File: config.mk
export PLATFORM = sky130hd
export DESIGN_NAME = micro86_bus
export DESIGN_NICKNAME = d
export VERILOG_FILES = /design/src/rtl/micro86_bus_pkg.sv /design/src/rtl/micro86_bus_line.sv /design/src/rtl/micro86_bus.sv
export SDC_FILE = /design/constraint.sdc
export NUM_CORES = 1
export LEC_CHECK = 0
export CORE_MARGIN = 2
export CORE_UTILIZATION = 48
export CTS_BUF_LIST = sky130_fd_sc_hd__clkbuf_4 sky130_fd_sc_hd__clkbuf_8 sky130_fd_sc_hd__clkbuf_16
export DETAILED_ROUTE_END_ITERATION = 16
export PLACE_DENSITY = 0.82
export SLEW_MARGIN = 25
export SYNTH_ARGS = -nofsm -noshare
export SYNTH_HDL_FRONTEND = slang
export SYNTH_SLANG_ARGS = --single-unit
File: constraint.sdc
create_clock -name clock -period 1.9 [get_ports clock]
set_input_delay 0.38 -clock clock [delete_from_list [all_inputs] [get_ports clock]]
set_output_delay 0.38 -clock clock [all_outputs]
set_load 0.005 [all_outputs]
File: src/rtl/micro86_bus_pkg.sv
// micro86_bus_pkg: declarations shared by the micro86 memory front end.
//   state_t        - FSM state encoding (IDLE=0, FILL=1, WRITE=2, DONE=3)
//   LINE_BYTES_DEF - default line size in bytes
//   ADDR_W_DEF     - default physical address width
//   off_w()        - byte-offset width derived from the line size
package micro86_bus_pkg;

  typedef enum logic [1:0] {
    ST_IDLE  = 2'd0,
    ST_FILL  = 2'd1,
    ST_WRITE = 2'd2,
    ST_DONE  = 2'd3
  } state_t;

  localparam int LINE_BYTES_DEF = 4;
  localparam int ADDR_W_DEF     = 20;

  function automatic int off_w(input int line_bytes);
    return $clog2(line_bytes);
  endfunction

endpackage

File: src/rtl/micro86_bus_line.sv
// micro86_bus_line: single aligned read line.
//   clock/reset   - system clock, async active-high reset (clears valid only)
//   rd_addr_i     - core address; hit_o / rd_data_o are combinational from it
//   inv_i         - clear valid at the edge (wins over set_valid_i)
//   set_valid_i   - mark the line valid at the edge
//   tag_ld_i/tag_i- load a new tag at the edge
//   wr_en_i       - write wr_data_i into byte wr_addr_i[OFF_W-1:0]
//   wr_chk_i      - when set, the write only lands if the line is valid and
//                   wr_addr_i's tag matches (write-through update)
import micro86_bus_pkg::*;

module micro86_bus_line #(
  parameter int LINE_BYTES = LINE_BYTES_DEF,
  parameter int ADDR_W     = ADDR_W_DEF,
  localparam int OFF_W     = off_w(LINE_BYTES),
  localparam int TAG_W     = ADDR_W - OFF_W
) (
  input  logic              clock,
  input  logic              reset,
  input  logic [ADDR_W-1:0] rd_addr_i,
  output logic              hit_o,
  output logic [7:0]        rd_data_o,
  input  logic              inv_i,
  input  logic              set_valid_i,
  input  logic              tag_ld_i,
  input  logic [TAG_W-1:0]  tag_i,
  input  logic              wr_en_i,
  input  logic              wr_chk_i,
  input  logic [ADDR_W-1:0] wr_addr_i,
  input  logic [7:0]        wr_data_i
);

  logic             valid_q;
  logic [TAG_W-1:0] tag_q;
  logic [7:0]       bytes_q [LINE_BYTES];
  logic             wr_do;

  assign hit_o     = valid_q && (rd_addr_i[ADDR_W-1:OFF_W] == tag_q);
  assign rd_data_o = bytes_q[rd_addr_i[OFF_W-1:0]];

  // Fill writes land unconditionally; store updates only touch a matching line.
  assign wr_do = wr_en_i && (!wr_chk_i || (valid_q && (wr_addr_i[ADDR_W-1:OFF_W] == tag_q)));

  always_ff @(posedge clock or posedge reset) begin
    if (reset)            valid_q <= 1'b0;
    else if (inv_i)       valid_q <= 1'b0;
    else if (set_valid_i) valid_q <= 1'b1;
  end

  always_ff @(posedge clock) begin
    if (tag_ld_i) tag_q <= tag_i;
    if (wr_do)    bytes_q[wr_addr_i[OFF_W-1:0]] <= wr_data_i;
  end

endmodule

File: src/rtl/micro86_bus.sv
// micro86_bus: byte-wide memory front end for the micro86 core.
//   clock, reset        - system clock, async active-high reset
//   cpu_a/cpu_o/cpu_w   - core address, write data, write strobe
//   cpu_i/cpu_ce        - combinational read data and clock-enable (0 = stall)
//   flush               - invalidate the read line
//   mem_addr/mem_wdata/mem_we/mem_req - registered external request
//   mem_ack/mem_rdata   - single-cycle completion and read data
// Reads hit a single aligned line with no wait states; misses fill the whole
// line beat by beat; every store is written through to external memory.
import micro86_bus_pkg::*;

module micro86_bus #(
  parameter int LINE_BYTES = LINE_BYTES_DEF,
  parameter int ADDR_W     = ADDR_W_DEF
) (
  input  logic              clock,
  input  logic              reset,
  input  logic [ADDR_W-1:0] cpu_a,
  input  logic [7:0]        cpu_o,
  input  logic              cpu_w,
  output logic [7:0]        cpu_i,
  output logic              cpu_ce,
  input  logic              flush,
  output logic [ADDR_W-1:0] mem_addr,
  output logic [7:0]        mem_wdata,
  output logic              mem_we,
  output logic              mem_req,
  input  logic              mem_ack,
  input  logic [7:0]        mem_rdata
);

  localparam int OFF_W = off_w(LINE_BYTES);
  localparam int TAG_W = ADDR_W - OFF_W;
  localparam logic [OFF_W-1:0] LAST_BEAT = OFF_W'(LINE_BYTES - 1);

  state_t            state_q, state_d;
  logic              req_q, req_d;
  logic              we_q, we_d;
  logic [ADDR_W-1:0] addr_q, addr_d;
  logic [7:0]        wdata_q, wdata_d;
  logic [OFF_W-1:0]  beat_q, beat_d;
  logic              fpend_q, fpend_d;

  logic              hit;
  logic              ce_c;
  logic              ln_inv, ln_set, ln_tag_ld, ln_wr_en, ln_wr_chk;
  logic [7:0]        ln_wr_data;

  micro86_bus_line #(
    .LINE_BYTES (LINE_BYTES),
    .ADDR_W     (ADDR_W)
  ) u_line (
    .clock       (clock),
    .reset       (reset),
    .rd_addr_i   (cpu_a),
    .hit_o       (hit),
    .rd_data_o   (cpu_i),
    .inv_i       (ln_inv),
    .set_valid_i (ln_set),
    .tag_ld_i    (ln_tag_ld),
    .tag_i       (cpu_a[ADDR_W-1:OFF_W]),
    .wr_en_i     (ln_wr_en),
    .wr_chk_i    (ln_wr_chk),
    .wr_addr_i   (addr_q),
    .wr_data_i   (ln_wr_data)
  );

  always_ff @(posedge clock or posedge reset) begin
    if (reset) begin
      state_q <= ST_IDLE;
      req_q   <= 1'b0;
      we_q    <= 1'b0;
      addr_q  <= '0;
      wdata_q <= '0;
      beat_q  <= '0;
      fpend_q <= 1'b0;
    end else begin
      state_q <= state_d;
      req_q   <= req_d;
      we_q    <= we_d;
      addr_q  <= addr_d;
      wdata_q <= wdata_d;
      beat_q  <= beat_d;
      fpend_q <= fpend_d;
    end
  end

  always_comb begin
    state_d    = state_q;
    req_d      = req_q;
    we_d       = we_q;
    addr_d     = addr_q;
    wdata_d    = wdata_q;
    beat_d     = beat_q;
    fpend_d    = fpend_q;
    ce_c       = 1'b0;
    ln_inv     = 1'b0;
    ln_set     = 1'b0;
    ln_tag_ld  = 1'b0;
    ln_wr_en   = 1'b0;
    ln_wr_chk  = 1'b0;
    ln_wr_data = mem_rdata;

    case (state_q)
      ST_IDLE: begin
        ln_inv = flush;
        if (cpu_w) begin
          req_d   = 1'b1;
          we_d    = 1'b1;
          addr_d  = cpu_a;
          wdata_d = cpu_o;
          state_d = ST_WRITE;
        end else if (hit) begin
          ce_c = 1'b1;
        end else begin
          ln_inv    = 1'b1;
          ln_tag_ld = 1'b1;
          req_d     = 1'b1;
          we_d      = 1'b0;
          addr_d    = {cpu_a[ADDR_W-1:OFF_W], {OFF_W{1'b0}}};
          beat_d    = '0;
          fpend_d   = 1'b0;
          state_d   = ST_FILL;
        end
      end

      ST_FILL: begin
        // A flush cannot drop the line mid-fill; it is remembered and
        // applied when the last beat lands.
        fpend_d = fpend_q | flush;
        if (mem_ack) begin
          ln_wr_en = 1'b1;
          beat_d   = beat_q + 1'b1;
          addr_d   = addr_q + 1'b1;
          if (beat_q == LAST_BEAT) begin
            req_d   = 1'b0;
            ln_set  = !(fpend_q | flush);
            fpend_d = 1'b0;
            state_d = ST_IDLE;
          end
        end
      end

      ST_WRITE: begin
        ln_inv = flush;
        if (mem_ack) begin
          req_d      = 1'b0;
          we_d       = 1'b0;
          ln_wr_en   = 1'b1;
          ln_wr_chk  = 1'b1;
          ln_wr_data = wdata_q;
          state_d    = ST_DONE;
        end
      end

      ST_DONE: begin
        ce_c    = 1'b1;
        ln_inv  = flush;
        state_d = ST_IDLE;
      end

      default: state_d = ST_IDLE;
    endcase
  end

  // Stall the core immediately while reset is held, independent of state.
  assign cpu_ce    = ce_c & ~reset;
  assign mem_addr  = addr_q;
  assign mem_wdata = wdata_q;
  assign mem_we    = we_q;
  assign mem_req   = req_q;

endmodule

==> impl_metrics.env, run 1 <==
export IMPL_pwr_share_comb_pct=57.6
export IMPL_overflow=0
export IMPL_drtPass1Iterations=5
export IMPL_final_cell_mix="buf_4, clkdlybuf4s50_1, edfxtp_1"
export IMPL_worstSetupPathType="register to output pin"
export IMPL_vdd_ir_drop_max_mv=0.8362
export IMPL_cts_root_buf="clkbuf_8"
export IMPL_cts_made_buffers=9
export IMPL_critPathArrivalTime_ps=2020
export IMPL_cts_tree="built"
export IMPL_ys_ff_latch=86
export IMPL_drv_slew=0
export IMPL_synth_nets=416
export IMPL_fin_worst_skew_ps=16.47
export IMPL_routed_wl_um=14690
export IMPL_crit_fanout=2
export IMPL_post_drt_wl_per_cell_um=22.46
export IMPL_coreArea_sq_um=9109
export IMPL_crit_cells=6
export IMPL_start_util_pct=48.86
export IMPL_final_hold_violation_count=0
export IMPL_maxCapViolCount=0
export IMPL_cts_buffer_depth=2
export IMPL_violations="setup timing"
export IMPL_cts_sinks=86
export IMPL_drc=0
export IMPL_max_freq_mhz=416.5
export IMPL_reg2reg_depth=7
export IMPL_final_common_cell="buf_4"
export IMPL_async_reset_ff_share_pct=41.86
export IMPL_worstSetupEndpoint="cpu_ce"
export IMPL_diodes=0
export IMPL_internal_power_mw=6.216
export IMPL_grt_max_degree=31
export IMPL_rsz0062_at_grt="true"
export IMPL_reg2reg_to="u_line.bytes_q[2][1]$_DFFE_PP_"
export IMPL_clk_latency_ps=380
export IMPL_vias_per_cell=6.153
export IMPL_rows=35
export IMPL_p_sw_mw=4.092
export IMPL_finalWorstPathRequiredPeriod_ps=2401
export IMPL_syn_avg_cell_area_sq_um=12.16
export IMPL_area_growth_pct=49.90
export IMPL_final_setup_viol_count=78
export IMPL_required_ps=1520
export IMPL_critPathBufInv=1
export IMPL_p_seq_share_pct=29.7
export IMPL_synthCells=366
export IMPL_slowest_stage="edfxtp_1"
export IMPL_maxSlewHeadroom_pct=69.87
export IMPL_fin_ws_ps=-500.8
export IMPL_first_iter_violations=303
export IMPL_final_period_utilization_pct=126.4
export IMPL_fp_dieH_um=100.3
export IMPL_startpoint="u_line.tag_q[1]$_DFFE_PP_"
export IMPL_leakagePower_nw=2.631
export IMPL_drive_above_1_share_pct=37.75
export IMPL_ys_types=54
export IMPL_cts_htree_levels=3
export IMPL_die_area_sq_um=10060
export IMPL_num_nets_final=588
export IMPL_ys_flop_type="edfxtp_1"
export IMPL_yosysSeqAreaShare_pct=53.98
export IMPL_gp_congestion=0.8279
export IMPL_io_buffers=79
export IMPL_clkTransAtPathRegs_ps=100
export IMPL_pwr_share_clk_pct=12.7
export IMPL_worst_slew_pin_slew_ps=450.7
export IMPL_n_fill_cell=535
export IMPL_io_pins=80
export IMPL_crit_chain="xnor2_2, nand4_1, nor3_2, nand3_2, a211oi_2, buf_2"
export IMPL_cp_top_family="simple AND/OR/NAND/NOR gates"
export IMPL_p_per_area_nw_per_um2=1545
export IMPL_r2r_setup_slack_ps=-430
export IMPL_dp_slack_ps=-959.1
export IMPL_cpPeakStageDelay_ps=480
export IMPL_syn_area_sq_um=4451
export IMPL_ant_nets=0
export IMPL_antenna_found_initial=0
export IMPL_grt_pass1_vias=3915
export IMPL_swShare_pct=39.69
export IMPL_start_kind="register"
export IMPL_die_width_um=100.3
export IMPL_yosys_warnings=0
export IMPL_reg2reg_from="u_line.tag_q[17]$_DFFE_PP_"
export IMPL_finalPower_mw=10.31
export IMPL_critPathCaptureType="output pin"
export IMPL_hold_path_class="primary input to async pin"
export IMPL_grt_pass1_wl_um=19950
export IMPL_synth_edff_count=50
export IMPL_status="finished, violations left"
export IMPL_dp_hpwl_um=8477
export IMPL_grtUsageTotal_pct=26.06
export IMPL_vias=4024
[routing by layer]
| metal | vias up | part of all wire, % | track usage [%] |
|---|---|---|---|
| met4 | 0 | 3.9 | 9.694 |
| met1 | 1964 | 36 | 32.57 |
| met2 | 279 | 52 | 45.22 |
| met3 | 66 | 8.1 | 4.735 |
| li1 | 1715 | - | - |
| met5 | - | 0 | 0 |
[sequential cells by signal, indices dropped and copies added, names as in the netlist, 2 cells and up]
| name | cells |
|---|---|
| beat_q | 2 |
| mem_wdata | 8 |
| u_line.tag_q | 18 |
| u_line.bytes_q | 32 |
| state_q | 2 |
| mem_addr | 20 |
[timing repair]
item	CTS	global route
setup buffers	15	7
hold buffers	0	0
setup endpoints to repair	78	81
pin swaps	20	18
gates cloned	0	3
gates resized for setup	66	49
[per-stage QoR]
step	setup TNS, ps	utilization (%)	cell area (sq um)	std cells	hold WS, ps
3_5_place_dp	-46540	65.21	5939	617	523.2
4_1_cts	-10180	69.99	6375	646	322.0
3_3_place_gp	-41810	65.21	5939	617	513.1
5_1_grt	-20680	73.24	6671	654	306.4
6_report	-19100	73.24	6671	654	322.6
2_1_floorplan	0	-	4458	366	478.9
[synthesized netlist by cell type (all sizes together) (2+ instances only)]
library cell / instances / area, sq um
mux4: 8 / 180.2
and4: 2 / 20.02
edfxtp: 50 / 1501
nor4: 2 / 12.51
nand2b: 4 / 25.02
o21ai: 14 / 73.82
nand3: 9 / 50.05
xnor2: 36 / 315.3
dfrtp: 36 / 900.9
buf: 13 / 85.08
nand2: 27 / 101.4
ha: 9 / 112.6
a2bb2oi: 8 / 70.07
nand4: 16 / 115.1
clkbuf: 5 / 18.77
and3: 4 / 30.03
a211oi: 4 / 35.03
inv: 15 / 56.30
o22a: 3 / 26.28
and2: 6 / 38.79
mux2i: 6 / 60.06
nor2: 11 / 46.29
a21oi: 30 / 157.7
mux2: 17 / 191.4
nor3: 5 / 35.03
o22ai: 10 / 68.81
a31oi: 4 / 25.02
[power groups by stage]
stage	Clock, mW	Sequential [mW]	Combinational (mW)
after CTS	1.30	3.01	5.01
after floorplan	0	3.10	2.42
after global routing	1.40	3.11	6.22
after detailed placement	0	3.02	4.68
final	1.31	3.06	5.94
after global placement	0	2.99	4.52
[worst register-to-register path, cell delays in order, from the launching register on]
cell and delay [ps]:
edfxtp_1 470, buf_4 170, xnor2_1 210, nand4_1 210
nor4_2 260, nand4_1 200, a21oi_4 250, and2_4 260
[cells by family (layout without fill, tap and decap cells)]
group | Yosys count | after routing | synth area share, %
adders and majority gates | 9 | 9 | 2.530
AOI/OAI and AO/OA | 83 | 83 | 12.15
DFF | 86 | 86 | 53.98
xor gates and xnor gates | 36 | 36 | 7.085
buffers and inverters | 33 | 210 | 3.598
muxes | 31 | 31 | 9.699
and+or+nand+nor | 88 | 88 | 10.96
[area by class of cell]
class,instances,area (sq um),share of cell area (%)
Inverter,15,56.30,0.8440
Tap cell,111,138.9,2.082
Timing Repair Buffer,179,1699,25.47
Clock buffer,9,123.9,1.857
Multi-Input combinational cell,247,2177,32.63
Clock inverter,7,72.57,1.088
Sequential cell,86,2404,36.03
[worst min path at each step]
stage | slack, ps | cells after the start | end | start
after floorplan | 480 | 0 | u_line.tag_q[0]$_DFFE_PP_ | cpu_a[2]
after global placement | 510 | 2 | beat_q[1]$_DFFE_PP0P_ | beat_q[1]$_DFFE_PP0P_
after detailed placement | 520 | 1 | mem_wdata[3]$_DFFE_PP0P_ | mem_wdata[3]$_DFFE_PP0P_
after CTS | 320 | 2 | mem_we$_DFFE_PP0P_ | reset
after global routing | 310 | 1 | u_line.tag_q[15]$_DFFE_PP_ | cpu_a[17]
final | 320 | 2 | mem_req$_DFFE_PP0P_ | reset
No activity file was read; power rests on OpenSTA's default activity.
==> run 2, diff against run 1 <==
--- a/config.mk
+++ b/config.mk
@@ -5,7 +5,7 @@
 export SDC_FILE = /design/constraint.sdc
 export NUM_CORES = 1
 export LEC_CHECK = 0
-export CORE_MARGIN = 2
+export CORE_MARGIN = 3
 export CORE_UTILIZATION = 48
 export CTS_BUF_LIST = sky130_fd_sc_hd__clkbuf_4 sky130_fd_sc_hd__clkbuf_8 sky130_fd_sc_hd__clkbuf_16
 export DETAILED_ROUTE_END_ITERATION = 16
==> run 2 against run 1 <==
The flow still finishes with violations (setup timing). Routed wire length shrank 6.6%. Sequential cell count is the same. Combinational power shrank 10%. Clock-buffer cell count is the same. Non-clock buffer count shrank 9. Sequential share of layout area grew 0.93 points. First-iteration DRC count shrank 5.0%. Hold slack gained 5.3 ps.
==> impl_metrics.env, run 2 (synthesis gave the netlist of run 1 again) <==
export IMPL_drtPass1Iterations=7
export IMPL_ant_nets=0
export IMPL_post_dp_cell_area_sq_um=5893
export IMPL_finalWorstPathRequiredPeriod_ps=2352
export IMPL_final_common_cell="buf_4"
export IMPL_final_cells=642
export IMPL_grt_max_degree=29
export IMPL_leakagePower_nw=2.610
export IMPL_final_cell_mix="buf_4, clkdlybuf4s50_1, edfxtp_1"
export IMPL_critPathArrivalTime_ps=1970
export IMPL_drv_slew=0
export IMPL_gp_congestion=0.8823
export IMPL_io_buffers=79
export IMPL_clkTransAtPathRegs_ps=90
export IMPL_rsz0062_at_grt="true"
export IMPL_overflow=0
export IMPL_area_growth_pct=46.19
export IMPL_rows=34
export IMPL_dp_slack_ps=-1180
export IMPL_grtUsageTotal_pct=25.68
export IMPL_diodes=0
export IMPL_start_kind="register"
export IMPL_fin_ws_ps=-451.7
export IMPL_coreArea_sq_um=8848
export IMPL_cpPeakStageDelay_ps=440
export IMPL_cts_tree="built"
export IMPL_cts_htree_levels=3
export IMPL_grt_pass1_wl_um=20070
export IMPL_cts_root_buf="clkbuf_8"
export IMPL_io_pins=80
export IMPL_finish_utilization_pct=73.53
export IMPL_antenna_found_initial=0
export IMPL_grt_pass1_vias=3875
export IMPL_cts_made_buffers=9
export IMPL_worstSetupPathType="register to output pin"
export IMPL_crit_chain="xnor2_2, nand4_1, nor3_4, nand3_2, a211oi_2, buf_2"
export IMPL_status="finished, violations left"
export IMPL_max_freq_mhz=425.2
export IMPL_clk_latency_ps=370
export IMPL_fin_worst_skew_ps=9.953
export IMPL_drive_above_1_share_pct=35.21
export IMPL_die_area_sq_um=10460
export IMPL_routed_wl_um=13720
export IMPL_largest_register_ffs=32
export IMPL_slowest_stage="edfxtp_1"
export IMPL_cts_buffer_depth=2
export IMPL_violations="setup timing"
export IMPL_post_drt_wl_per_cell_um=21.37
export IMPL_hold_path_class="primary input to register"
export IMPL_fp_dieH_um=102.3
export IMPL_multiInputGateArea_sq_um=2152
export IMPL_final_setup_viol_count=75
export IMPL_worst_slew_pin_slew_ps=465.4
export IMPL_vdd_ir_drop_max_mv=0.8372
export IMPL_required_ps=1520
export IMPL_crit_fanout=2
export IMPL_n_fill_cell=511
export IMPL_final_hold_violation_count=0
export IMPL_hold_ws_ps=327.9
export IMPL_dp_cells=610
export IMPL_maxSlewHeadroom_pct=68.94
export IMPL_final_period_utilization_pct=123.8
export IMPL_vias=3924
export IMPL_num_nets_final=579
export IMPL_vias_per_cell=6.112
export IMPL_cts_sinks=86
export IMPL_holdBufCountCts=0
export IMPL_seqCellArea_sq_um=2405
export IMPL_maxCapViolCount=0
export IMPL_start_util_pct=50.30
export IMPL_drc=0
export IMPL_p_per_area_nw_per_um2=1502
export IMPL_dp_hpwl_um=8723
export IMPL_first_iter_violations=288
export IMPL_final_area_sq_um=6506
export IMPL_critPathCaptureType="output pin"
export IMPL_die_width_um=102.3
-- run 2: changes by cell type in the layout (fill, tap and decap cells not counted), sizes merged, moves of 3 or more --
cell           delta
clkdlybuf4s15     -3
dlygate4sd2       -4
buf               -7
dlymetal6s2s      +3
-- run 2: layout make-up --
| cell class | instances | area share, % |
|---|---|---|
| Clock inverter | 7 | 1.212 |
| Clock buffer | 9 | 1.904 |
| Sequential cell | 86 | 36.96 |
| Inverter | 15 | 0.8654 |
| Multi-Input combinational cell | 247 | 33.08 |
| Timing Repair Buffer | 170 | 23.90 |
| Tap cell | 108 | 2.077 |
-- run 2: through the flow --
| step | setup TNS, ps | power, mW |
|---|---|---|
| 6_report | -9249 | 9.773 |
| 5_1_grt | -14180 | 10.24 |
| 4_1_cts | -8618 | 9.261 |
| 3_5_place_dp | -47870 | 7.653 |
| 3_3_place_gp | -43660 | 7.463 |
| 2_1_floorplan | 0 | 5.527 |
-- run 2: path summary, 6_finish.rpt --
| check | to | slack (ps) | start | depth (start not counted) |
|---|---|---|---|---|
| worst max-delay path | cpu_ce | -450 | u_line.tag_q[14]$_DFFE_PP_ | 6 |
| worst min-delay path | u_line.tag_q[16]$_DFFE_PP_ | 330 | cpu_a[18] | 1 |
| worst max register to register | u_line.bytes_q[3][2]$_DFFE_PP_ | -230 | u_line.tag_q[1]$_DFFE_PP_ | 7 |
| worst min register to register | mem_req$_DFFE_PP0P_ | 540 | mem_req$_DFFE_PP0P_ | 2 |
| max in group asynchronous | mem_addr[3]$_DFFE_PP0P_ | 990 | reset | 3 |
| min in group asynchronous | mem_wdata[4]$_DFFE_PP0P_ | 370 | reset | 2 |
-- run 2: power breakdown --
part	switching, mW	leakage (nW)	internal (mW)	total, mW
combinational	2.56	1.63	2.77	5.33
clock	0.730	0.100	0.627	1.36
sequential	0.470	0.877	2.62	3.09
-- run 2: per-layer routing --
metal,share of wire (%),track usage [%],up-vias
li1,-,-,1695
met1,37,32.08,1913
met2,50,41.88,260
met3,9.6,7.167,56
met4,3.6,11.30,0
met5,0,0,-
-- run 2: what timing repair did --
item | CTS | global route
buffers inserted | 11 | 4
pin swaps | 14 | 11
endpoints found under the hold margin | 0 | 0
cloned | 1 | 1
gates resized for setup | 58 | 39
setup endpoints to repair | 86 | 86
-- run 2: worst max-delay path, delay by kind of cell, from the launching register on --
family,cells,cell delay (ps)
XOR/XNOR,1,220
AO/OA/AOI/OAI,1,200
flip-flops,1,440
AND/OR/NAND/NOR,3,610
buffers and inverters,1,140
==> run 3, diff against run 2 <==
--- a/config.mk
+++ b/config.mk
@@ -14,3 +14,4 @@
 export SYNTH_ARGS = -nofsm -noshare
 export SYNTH_HDL_FRONTEND = slang
 export SYNTH_SLANG_ARGS = --single-unit
+export TNS_END_PERCENT = 5
==> run 3 against run 2 <==
The flow still finishes with violations (setup timing). Clock power is 7% lower. Routed wire length shrank 12%. Non-clock buffer count decreased by 4. Sequential power fell by 2%. First-iteration DRC count decreased by 2.1%. Sequential cell count unchanged. Combinational power down 8.4%. Via count is 6.5% lower. Final area fell by 2.7%. Final cell count down 0.62%. Utilization down 2.0 points. Largest power group unchanged.
==> impl_metrics.env, run 3 (synthesis gave the netlist of run 1 again) <==
export IMPL_status="finished, violations left"
export IMPL_violations="setup timing"
export IMPL_cts_sinks=86
export IMPL_start_util_pct=50.30
export IMPL_hold_path_class="primary input to register"
export IMPL_fin_worst_skew_ps=10.57
export IMPL_tns_ps=-13920
export IMPL_cts_tree="built"
export IMPL_grt_pass1_vias=3786
export IMPL_reg2reg_from="u_line.tag_q[3]$_DFFE_PP_"
export IMPL_final_cell_mix="buf_4, clkdlybuf4s50_1, edfxtp_1"
export IMPL_critPathArrivalTime_ps=1990
export IMPL_diodes=0
export IMPL_finalWorstPathRequiredPeriod_ps=2369
export IMPL_routed_wl_um=12050
export IMPL_max_freq_mhz=422.1
export IMPL_final_period_utilization_pct=124.7
export IMPL_first_iter_violations=282
export IMPL_ant_nets=0
export IMPL_antenna_found_initial=0
export IMPL_final_area_sq_um=6331
export IMPL_drive_above_1_share_pct=31.70
export IMPL_reg2reg_depth=8
export IMPL_fp_dieH_um=102.3
export IMPL_finish_utilization_pct=71.55
export IMPL_finalPower_mw=9.189
export IMPL_area_growth_pct=42.25
export IMPL_maxCapViolCount=0
export IMPL_drc=0
export IMPL_critPathCaptureType="output pin"
export IMPL_final_hold_violation_count=0
export IMPL_coreArea_sq_um=8848
export IMPL_clkTransAtPathRegs_ps=90
export IMPL_rsz0062_at_grt="true"
export IMPL_vdd_ir_drop_max_mv=0.8752
export IMPL_fin_ws_ps=-469.2
export IMPL_start_kind="primary input"
export IMPL_r2r_setup_slack_ps=-300
export IMPL_num_nets_final=575
export IMPL_hold_depth=1
export IMPL_clk_latency_ps=370
export IMPL_dp_slack_ps=-1162
export IMPL_holdBufCountCts=0
export IMPL_die_area_sq_um=10460
export IMPL_largest_register_ffs=32
export IMPL_leakagePower_nw=2.480
export IMPL_startpoint="cpu_a[7]"
export IMPL_cts_htree_levels=3
export IMPL_final_common_cell="buf_4"
export IMPL_grt_pass1_wl_um=18880
export IMPL_cts_root_buf="clkbuf_8"
export IMPL_drtPass1Iterations=5
export IMPL_overflow=0
export IMPL_gp_congestion=0.8529
export IMPL_cts_made_buffers=9
export IMPL_seqCellArea_sq_um=2404
export IMPL_dp_hpwl_um=8625
export IMPL_io_pins=80
export IMPL_worstSetupEndpoint="cpu_ce"
export IMPL_final_setup_viol_count=74
export IMPL_post_drt_wl_per_cell_um=18.89
export IMPL_worstSetupPathType="primary input to output pin"
export IMPL_drv_slew=0
export IMPL_required_ps=1520
export IMPL_vias_per_cell=5.752
export IMPL_n_fill_cell=578
export IMPL_p_per_area_nw_per_um2=1451
export IMPL_io_buffers=79
export IMPL_post_dp_cell_area_sq_um=5951
export IMPL_worst_slew_pin_slew_ps=657.7
export IMPL_reg2reg_to="u_line.bytes_q[1][3]$_DFFE_PP_"
export IMPL_multiInputGateArea_sq_um=2021
export IMPL_vias=3670
export IMPL_cts_buffer_depth=2
export IMPL_grt_max_degree=29
export IMPL_rows=34
export IMPL_die_width_um=102.3
export IMPL_maxSlewHeadroom_pct=56.05
export IMPL_crit_fanout=5
export IMPL_grtUsageTotal_pct=23.77
run 3: cell count changes in the layout (fill, tap and decap cells not counted), sizes merged:
cell	previous run	this run
clkbuf	12	9
bufinv	1	0
clkinvlp	1	0
clkdlybuf4s15	3	6
dlygate4sd2	5	9
buf	95	90
dlymetal6s2s	7	1
inv	19	21
clkdlybuf4s50	57	60
run 3: routing by layer:
layer / global-route usage [%] / vias up / part of all wire (%)
met2: 40.88 / 169 / 52
met4: 6.357 / 0 / 2.1
met3: 5.051 / 25 / 6.9
li1: - / 1690 / -
met1: 30.66 / 1786 / 40
met5: 0 / - / 0
run 3: how the worst min path moves through the flow:
stage,startpoint,endpoint,slack (ps)
2_1_floorplan,cpu_a[2],u_line.tag_q[0]$_DFFE_PP_,480
3_3_place_gp,mem_wdata[7]$_DFFE_PP0P_,mem_wdata[7]$_DFFE_PP0P_,510
3_5_place_dp,mem_req$_DFFE_PP0P_,mem_req$_DFFE_PP0P_,520
4_1_cts,reset,mem_wdata[4]$_DFFE_PP0P_,390
5_1_grt,cpu_a[2],u_line.tag_q[0]$_DFFE_PP_,330
6_report,cpu_a[2],u_line.tag_q[0]$_DFFE_PP_,320
run 3: area by class of cell:
type                       count  area share [%]
clock buffer                   9           1.957
clock inverter                 7           1.087
inverter                      15          0.8893
multi-input combinational    247           31.92
sequential                    86           37.96
tap                          108           2.134
timing repair buffer         166           24.05
run 3: through the flow:
stage                     instances  hold WS, ps
final                           638        318.3
after global routing            638        328.6
after CTS                       636        387.5
after detailed placement        615        519.2
after global placement          615        507.5
after floorplan                 366        478.9
run 3: what timing repair did:
| item | in CTS | in global routing |
|---|---|---|
| endpoints found under the setup margin | 85 | 84 |
| pin swaps | 13 | 7 |
| gates resized for setup | 52 | 16 |
| setup buffers | 5 | 2 |
run 3: power by group:
part	switching, mW	total (mW)	internal [mW]
clock network	0.748	1.27	0.519
registers	0.422	3.04	2.62
logic	2.32	4.88	2.56
run 3: critical path: stages:
cell and delay, ps:
clkdlybuf4s50_1 490, xnor2_2 250, nand4_1 130, nor2_2 250, nand3_2 140, a211oi_2 200, buf_2 140
